<file path="src/rtl/uart_rx_cfg.sv">
// uart_rx_cfg: configurable UART receiver (data width, parity, stop bits).
//
// Each bit is sampled three times around mid-bit and decided by majority
// vote. A start bit that does not hold low through its mid-bit vote is
// rejected as a glitch. A line held low past the frame (break) parks the
// receiver until the line returns high. Completed words are handed to the
// consumer on a valid/ready handshake together with their error flags.
// A word that completes while the previous one is still unaccepted is
// dropped and reported on overrun.
//
// Ports:
//   clk        clock
//   arst_n     asynchronous active-low reset
//   rx         serial line, asynchronous to clk, idle high
//   rx_data    received word, LSB = first data bit on the line
//   rx_valid   rx_data / parity_err / frame_err valid, held until accepted
//   rx_ready   consumer accepts the word when rx_valid && rx_ready
//   parity_err parity mismatch for the held word (0 when PARITY = 0)
//   frame_err  a stop bit of the held word was sampled low
//   overrun    one-cycle pulse: a completed frame was dropped

module uart_rx_cfg #(
    parameter int CLKS_PER_BIT = 5208,  // >= 8
    parameter int DATA_BITS    = 8,     // 5..9
    parameter int PARITY       = 0,     // 0 none, 1 odd, 2 even
    parameter int STOP_BITS    = 1      // 1 or 2
) (
    input  logic                 clk,
    input  logic                 arst_n,
    input  logic                 rx,
    output logic [DATA_BITS-1:0] rx_data,
    output logic                 rx_valid,
    input  logic                 rx_ready,
    output logic                 parity_err,
    output logic                 frame_err,
    output logic                 overrun
);

    localparam int MID   = CLKS_PER_BIT / 2;
    localparam int CNT_W = $clog2(CLKS_PER_BIT);

    localparam logic [CNT_W-1:0] CNT_S0   = CNT_W'(MID - 1);
    localparam logic [CNT_W-1:0] CNT_S1   = CNT_W'(MID);
    localparam logic [CNT_W-1:0] CNT_VOTE = CNT_W'(MID + 1);
    localparam logic [CNT_W-1:0] CNT_LAST = CNT_W'(CLKS_PER_BIT - 1);
    localparam logic [3:0]       BIT_LAST = 4'(DATA_BITS - 1);
    localparam logic             STOP_LAST = 1'(STOP_BITS - 1);

    typedef enum logic [2:0] {
        S_IDLE,
        S_START,
        S_DATA,
        S_PAR,
        S_STOP,
        S_BRK
    } state_t;

    // Completed word as loaded into the output registers.
    typedef struct packed {
        logic [DATA_BITS-1:0] data;
        logic                 perr;
        logic                 ferr;
    } word_t;

    // ------------------------------------------------------------------
    // Synchronizer plus one extra stage for falling-edge detection.
    // All stages reset to the idle level so reset release is not an edge.
    // ------------------------------------------------------------------
    logic rx_meta;
    logic rxs;
    logic rxs_q;

    always_ff @(posedge clk or negedge arst_n) begin
        if (!arst_n) begin
            rx_meta <= 1'b1;
            rxs     <= 1'b1;
            rxs_q   <= 1'b1;
        end else begin
            rx_meta <= rx;
            rxs     <= rx_meta;
            rxs_q   <= rxs;
        end
    end

    // ------------------------------------------------------------------
    // Receiver state
    // ------------------------------------------------------------------
    state_t               state;
    logic [CNT_W-1:0]     baud_cnt;
    logic [3:0]           bit_cnt;
    logic                 stop_cnt;
    logic                 smp0;
    logic                 smp1;
    logic [DATA_BITS-1:0] shreg;
    logic                 par_bit;
    logic                 ferr_acc;   // an earlier stop bit of this frame was low

    logic  at_s0;
    logic  at_s1;
    logic  at_vote;
    logic  at_wrap;
    logic  vote;
    logic  start_edge;
    logic  last_stop;
    logic  par_odd;
    word_t new_word;

    always_comb begin
        at_s0      = (baud_cnt == CNT_S0);
        at_s1      = (baud_cnt == CNT_S1);
        at_vote    = (baud_cnt == CNT_VOTE);
        at_wrap    = (baud_cnt == CNT_LAST);
        // Third sample is the live value at the decision cycle.
        vote       = (smp0 & smp1) | (smp0 & rxs) | (smp1 & rxs);
        start_edge = rxs_q & ~rxs;
        last_stop  = (stop_cnt == STOP_LAST);
        par_odd    = ^{shreg, par_bit};

        new_word.data = shreg;
        new_word.perr = (PARITY == 1) ? ~par_odd :
                        (PARITY == 2) ?  par_odd : 1'b0;
        new_word.ferr = ferr_acc | ~vote;
    end

    always_ff @(posedge clk or negedge arst_n) begin
        if (!arst_n) begin
            state      <= S_IDLE;
            baud_cnt   <= '0;
            bit_cnt    <= '0;
            stop_cnt   <= 1'b0;
            smp0       <= 1'b1;
            smp1       <= 1'b1;
            shreg      <= '0;
            par_bit    <= 1'b0;
            ferr_acc   <= 1'b0;
            rx_data    <= '0;
            rx_valid   <= 1'b0;
            parity_err <= 1'b0;
            frame_err  <= 1'b0;
            overrun    <= 1'b0;
        end else begin
            overrun <= 1'b0;

            // Accept; a completion in the same cycle overrides this below.
            if (rx_valid && rx_ready)
                rx_valid <= 1'b0;

            if (at_s0) smp0 <= rxs;
            if (at_s1) smp1 <= rxs;

            if (state == S_IDLE || state == S_BRK)
                baud_cnt <= '0;
            else if (at_wrap)
                baud_cnt <= '0;
            else
                baud_cnt <= baud_cnt + 1'b1;

            case (state)
                S_IDLE: begin
                    if (start_edge)
                        state <= S_START;
                end

                S_START: begin
                    if (at_vote && vote) begin
                        // Line did not stay low through mid-bit: glitch.
                        state    <= S_IDLE;
                        baud_cnt <= '0;
                    end else if (at_wrap) begin
                        state    <= S_DATA;
                        bit_cnt  <= '0;
                        stop_cnt <= 1'b0;
                        ferr_acc <= 1'b0;
                    end
                end

                S_DATA: begin
                    if (at_vote)
                        shreg <= {vote, shreg[DATA_BITS-1:1]};
                    if (at_wrap) begin
                        bit_cnt <= bit_cnt + 1'b1;
                        if (bit_cnt == BIT_LAST)
                            state <= (PARITY != 0) ? S_PAR : S_STOP;
                    end
                end

                S_PAR: begin
                    if (at_vote)
                        par_bit <= vote;
                    if (at_wrap)
                        state <= S_STOP;
                end

                S_STOP: begin
                    if (at_vote) begin
                        if (last_stop) begin
                            // Complete at the vote so a back-to-back start
                            // bit in the second half of this bit is seen.
                            if (!rx_valid || rx_ready) begin
                                rx_data    <= new_word.data;
                                parity_err <= new_word.perr;
                                frame_err  <= new_word.ferr;
                                rx_valid   <= 1'b1;
                            end else begin
                                overrun <= 1'b1;
                            end
                            state    <= rxs ? S_IDLE : S_BRK;
                            baud_cnt <= '0;
                        end else begin
                            ferr_acc <= ferr_acc | ~vote;
                        end
                    end else if (at_wrap) begin
                        stop_cnt <= 1'b1;
                    end
                end

                S_BRK: begin
                    // Line held low: no start detection until it idles.
                    if (rxs)
                        state <= S_IDLE;
                end

                default: state <= S_IDLE;
            endcase
        end
    end

endmodule

</file>
<file path="config.mk">
export PLATFORM = sky130hd
export DESIGN_NAME = uart_rx_cfg
export DESIGN_NICKNAME = d
export VERILOG_FILES = /design/src/rtl/uart_rx_cfg.sv
export SDC_FILE = /design/constraint.sdc
export NUM_CORES = 1
export LEC_CHECK = 0
export BUFFER_PORTS_ARGS = -buffer_cell sky130_fd_sc_hd__buf_4
export CAP_MARGIN = 25
export CORE_ASPECT_RATIO = 0.75
export CORE_MARGIN = 5
export CORE_UTILIZATION = 59
export DETAILED_ROUTE_END_ITERATION = 8
export HOLD_SLACK_MARGIN = 0.06
export PLACE_DENSITY_LB_ADDON = 0.08
export REMOVE_ABC_BUFFERS = 1
export SLEW_MARGIN = 15
export SYNTH_ARGS = -nofsm -noshare
export SYNTH_HDL_FRONTEND = slang
export SYNTH_SLANG_ARGS = --single-unit
</file>
<file path="constraint.sdc">
create_clock -name clk -period 2.3 [get_ports clk]
set_input_delay 0.46 -clock clk [delete_from_list [all_inputs] [get_ports clk]]
set_output_delay 0.46 -clock clk [all_outputs]
set_load 0.01 [all_outputs]
</file>
# Word level (Yosys, flattened, before mapping)
# Index checks and enable logic that the tools add are counted.
totals:
  ff_bits: 46
  in_bits: 4
  output_inout_bits: 12
  wordCells: 102
classes:
  addsub: 2
  n_eq_ne: 23
  muxes: 38
  bitwise_logic: 10
  n_reduce_logical: 14
ops:
  columns: ["op", "n"]
  rows:
  - ["13-bit two-way mux", 5]
  - ["13-bit by 12-bit equality test with 1-bit output (second input constant)", 3]
  - ["3-bit two-way mux", 10]
  - ["13-bit case mux with 2 select lines", 1]
  - ["2-bit inequality test (second input constant)", 12]
  - ["3-bit case mux with 6 select lines", 1]
  - ["1-bit two-way mux", 15]
  - ["13-bit by 1-bit adder with 13-bit output (second input constant)", 1]
  - ["13-bit equality test (second input constant)", 1]
  - ["4-bit two-way mux", 3]
  - ["5-bit AND reduction", 2]
  - ["4-bit case mux with 2 select lines", 1]
  - ["4-bit AND reduction", 2]
  - ["8-bit AND reduction", 1]
  - ["3-bit by 2-bit equality test with 1-bit output (second input constant)", 2]
  - ["3-bit equality test (second input constant)", 2]
  - ["4-bit by 1-bit adder with 4-bit output (second input constant)", 1]
  - ["1-bit bitwise AND", 4]
  - ["4-bit by 3-bit equality test with 1-bit output (second input constant)", 1]
  - ["1-bit case mux with 2 select lines", 2]
  - ["2-bit nonzero test", 2]
  - ["3-bit by 1-bit equality test with 1-bit output (second input constant)", 1]
  - ["3-bit zero test", 1]
  - ["3-bit inequality test (second input constant)", 1]
  - ["other kinds (6)", 12]

# Longest topological paths before layout
logic_depth:
  ltp_word: 8
  depth_mapped: 7
  depth_no_buf: 7

# Worst setup path after synthesis
# OpenSTA, ideal clock, no wires.
synth_timing:
  kind: "register -> register"
  from: "reg baud_cnt[4]"
  to: "reg baud_cnt[11]"
  setup_ns: 0.133
  arrival_ns: 1.922
  t_required_ns: 2.167
  setup_slack_ns: 0.246
  path_stages_with_launch: 6
  n_path_buf: 1
  period_less_slack_ns: 2.054
  cell_sequence: "dfrtp_1 > or4b_1 > buf_2 > o41a_1 > o31ai_4 > nor2_1"
synth_between:
  elab_chain_cells: 6
  word_cells_on_any_way: 10
  cone_classes: "add/sub: 1; eq/ne: 2; mux: 6; reduce/logical: 1"
synth_rtl:
  columns: ["item", "line_no", "text"]
  rows:
  - ["start, declared", "89", "logic [CNT_W-1:0] baud_cnt;"]
  - ["start signal, assigned", "156", "baud_cnt <= baud_cnt + 1'b1;"]
  - ["13-bit by 1-bit adder with 13-bit output or 13-bit equality test (tied branches)", "156, 112", null]
  - ["13-bit two-way mux", "153", "else if (at_wrap)"]
  - ["13-bit two-way mux", "151", "if (state == S_IDLE || state == S_BRK)"]
  - ["13-bit two-way mux", "196", "if (last_stop) begin"]
  - ["13-bit two-way mux", "195", "if (at_vote) begin"]
  - ["13-bit case mux with 2 select lines *", "158", "case (state)"]
# Mark *: on every way between the ends. The rest lies on a longest branch, timed or not.
# A chain may end at the register's enable or synchronous reset.

# Worst setup path in the final report
layout_timing:
  from: "reg baud_cnt[4]"
  to: "reg bit_cnt[0]"
layout_between:
  elab_chain_cells: 4
  word_cells_on_any_way: 7
  cone_classes: "eq/ne: 5; reduce/logical: 2"
layout_rtl:
  columns: ["item", "line_no", "text"]
  rows:
  - ["13-bit by 12-bit equality test with 1-bit output", "111", "at_vote = (baud_cnt == CNT_VOTE);"]
  - ["1-bit logical AND", "165", "if (at_vote && vote) begin"]
  - ["2-bit inequality test (no line)", null, null]
  - ["4-bit AND reduction (no line) *", null, null]
  - ["end signal, assigned", "181", "bit_cnt <= bit_cnt + 1'b1;"]
  - ["end, declared", "90", "logic [3:0] bit_cnt;"]
# Marks and branches as above.

==> run metrics <==
Final ANT Viol Nets 0; TNS Setup 0 ps; EDFF count, synth 0; Final Non-Filler Cells 275; Slew Viols, Final 0; antenna cells 0; final setup fails 0; Synth Area in Simple Gates 0.191; row count 19; RR Startpoint baud_cnt[4]; Storage cell area 1160 um2; xor/xnor share of the synthesized area 0.0439; reg2reg end bit_cnt[0]; per-cell routed wire length 15.5 um; Gate power share 0.172; setup ws final 72.4 ps; GRT Residual Overflow 0; Crit Path Max Fanout 7; ys flop type dfrtp_1; Clk pwr share 0.289; Sw Pwr 0.501 mW; peak supply drop 588 uV; Port Buffers 14; Vias 1502; DP Wirelength 3100 um; area of the mapped netlist 2190 um2; Final Net Count 231; first-pass GRT wire length 7420 um; FILL cells 286; Die ar. 5050 um2; Worst-Skew Late Latency 290 ps; mux cell area share after synthesis 0.106; syn avg cell area 11.1 um2; Routed WL 4270 um; crit path time final 2230 ps; worst slew pin tran 569 ps; skew final 7.96 ps; Final Util 0.697; Multi-input gate area 1000 um2; vias in the first global route 1562; DIE WIDTH 80.4 um; number of remaining DRC errors 0; delay of the slowest cell on the worst path 680 ps; TritonCTS clock tree done; Synth Area in Compound Gates 0.0793; Avg Vias per Cell 5.46; Starting Density 0.607; Inst Count DP 266; Design Power 1.73 mW; Area Overhead vs Synth 14.8%; # hold bufs at CTS 0; CTS H-tree lvls 2; Reg power frac 0.539; initial detailed-routing violation count 80; initial antenna violation count 0; yosys warns 0; library cells used by synthesis 44; Crit. End Element flop; pin count of the biggest net entering global routing 47; status finished, final reports clean; HP Class in -> async; # IOs 16; Worst setup SP type flop; Pwr Density 689 nW/um2; WS Path Type reg -> reg; clk slew on worst S/H paths 80 ps; synthesized instance count 197; WP data arrival 2460 ps; Static Leak 1.17 nW; register area share after synthesis 0.528; CTS sink count 46; Int Power 1.23 mW; Max clock buf depth 2; Post-synth ARST share 1.00; DR pass1 iterations 4; switching share of power 0.289; flops & latches, synth 46; layout cells sized above 1 0.274; Setup WS pre-CTS 73.2 ps; Synth Area in Adders 0.0285; RePlAce Congestion 0.817; CP Cell Sequence or4b_1 -> o41a_1 -> o21ai_0 -> mux2_2; CORE AREA 3610 um2; RSZ-0062 raised after global routing no; largest family of logic cells by synthesized area simple AND/OR/NAND/NOR gates; TritonCTS buffer count 5; final hold viol count 0; Final Cycle Share 0.969; Slew headroom 0.621; reg2reg setup slack 70 ps; max-cap viol count 0; CP required 2540 ps; fmax 0.449 GHz; slowest stage cell on the critical path or4b_1; Root Driver clkbuf_8; Die H 62.8 um; number of cells on the worst reg-to-reg path 4; GRT Total Usage 0.190
-- synth_stat cells, types with 5 or more instances --
cell type  instances  area, um2
dfrtp_1           41       1030
nand3_1            5       25.0
nand2_1           16       60.1
mux2_2            18        203
o21ai_0            7       35.0
xnor2_1            6       52.6
inv_1              6       22.5
xor2_1             5       43.8
nand4_1            5       31.3
nor3_1             6       30.0
nor2_1            23       86.3
dfstp_2            5        131
ha_1               5       62.6
-- area by class of cell --
type | instances | share of cell area
clock buffers | 6 | 0.0328
clock inverters | 2 | 0.00497
multi-input cells | 140 | 0.399
inverters | 6 | 0.00895
well taps | 52 | 0.0258
repair buffers | 23 | 0.0686
flip-flops and latches | 46 | 0.460
-- how the worst max path moves through the flow --
stage                           start            to  slack, ps  cells past startpoint
after floorplan           baud_cnt[4]  baud_cnt[11]        230                      4
after global placement    baud_cnt[4]  baud_cnt[11]        140                      4
after detailed placement  baud_cnt[4]   baud_cnt[4]         70                      4
after CTS                 baud_cnt[4]   baud_cnt[4]         40                      4
after global routing      baud_cnt[5]    rx_data[1]         20                      4
final                     baud_cnt[4]    bit_cnt[0]         70                      4
-- layout by cell type (no fill, tap or decap), drive strengths merged, types with 4 or more instances in the layout --
| master | instances |
|---|---|
| ha | 5 |
| xor2 | 5 |
| nand2 | 16 |
| nand3 | 5 |
| o21ai | 8 |
| nor2 | 23 |
| nor3 | 7 |
| clkbuf | 6 |
| dfrtp | 41 |
| buf | 23 |
| nand4 | 6 |
| dfstp | 5 |
| xnor2 | 6 |
| mux2 | 18 |
| a21oi | 4 |
| inv | 6 |
-- metal layers --
layer  GRT usage  routed length [um]  vias up
li1            -                   -      744
met1       0.283                2180      730
met2       0.271                1880       20
met3      0.0461                 142        8
met4      0.0633                  65        0
met5           0                   0        -
-- sequential cells by signal (all words and copies together) (netlist names), 3 cells and up --
name / cells
baud_cnt: 13
rx_data: 8
shreg: 8
bit_cnt: 4
state: 3
-- cell families (layout without fill, tap and decap cells) --
group,Yosys count,count (layout)
adder cells (fa/ha/maj),5,5
other,1,1
multiplexers,21,21
XOR/XNOR,11,11
AND/OR/NAND/NOR,78,78
flip-flops,46,46
AO/OA/AOI/OAI,24,24
buffers and inverters,11,37
-- repair_timing --
| action | CTS | global route |
|---|---|---|
| resized for setup | 0 | 3 |
| endpoints found under the setup margin | 0 | 21 |
| setup buffers | 0 | 1 |
-- power by group through the flow --
stage / Clock (mW) / Sequential [mW] / Combinational [mW]
floorplan: 0 / 0.945 / 0.184
global placement: 0 / 0.946 / 0.276
detailed placement: 0 / 0.949 / 0.292
CTS: 0.517 / 0.933 / 0.294
global route: 0.557 / 0.944 / 0.344
finish: 0.502 / 0.935 / 0.299
-- metrics by stage --
| step | cell area (um2) | hold WS, ps |
|---|---|---|
| 3_5_place_dp | 2400 | 348 |
| 3_3_place_gp | 2400 | 347 |
| 4_1_cts | 2490 | 171 |
| 6_report | 2520 | 150 |
| 2_1_floorplan | 2170 | 164 |
| 5_1_grt | 2520 | 198 |
-- worst max-delay path, delay by kind of cell (launching register included) --
kind / cells / cell delay [ps]
compound gates: 2 / 860
flops: 1 / 400
mux: 1 / 220
simple gates: 1 / 680
No activity file was read; power rests on OpenSTA's default activity.
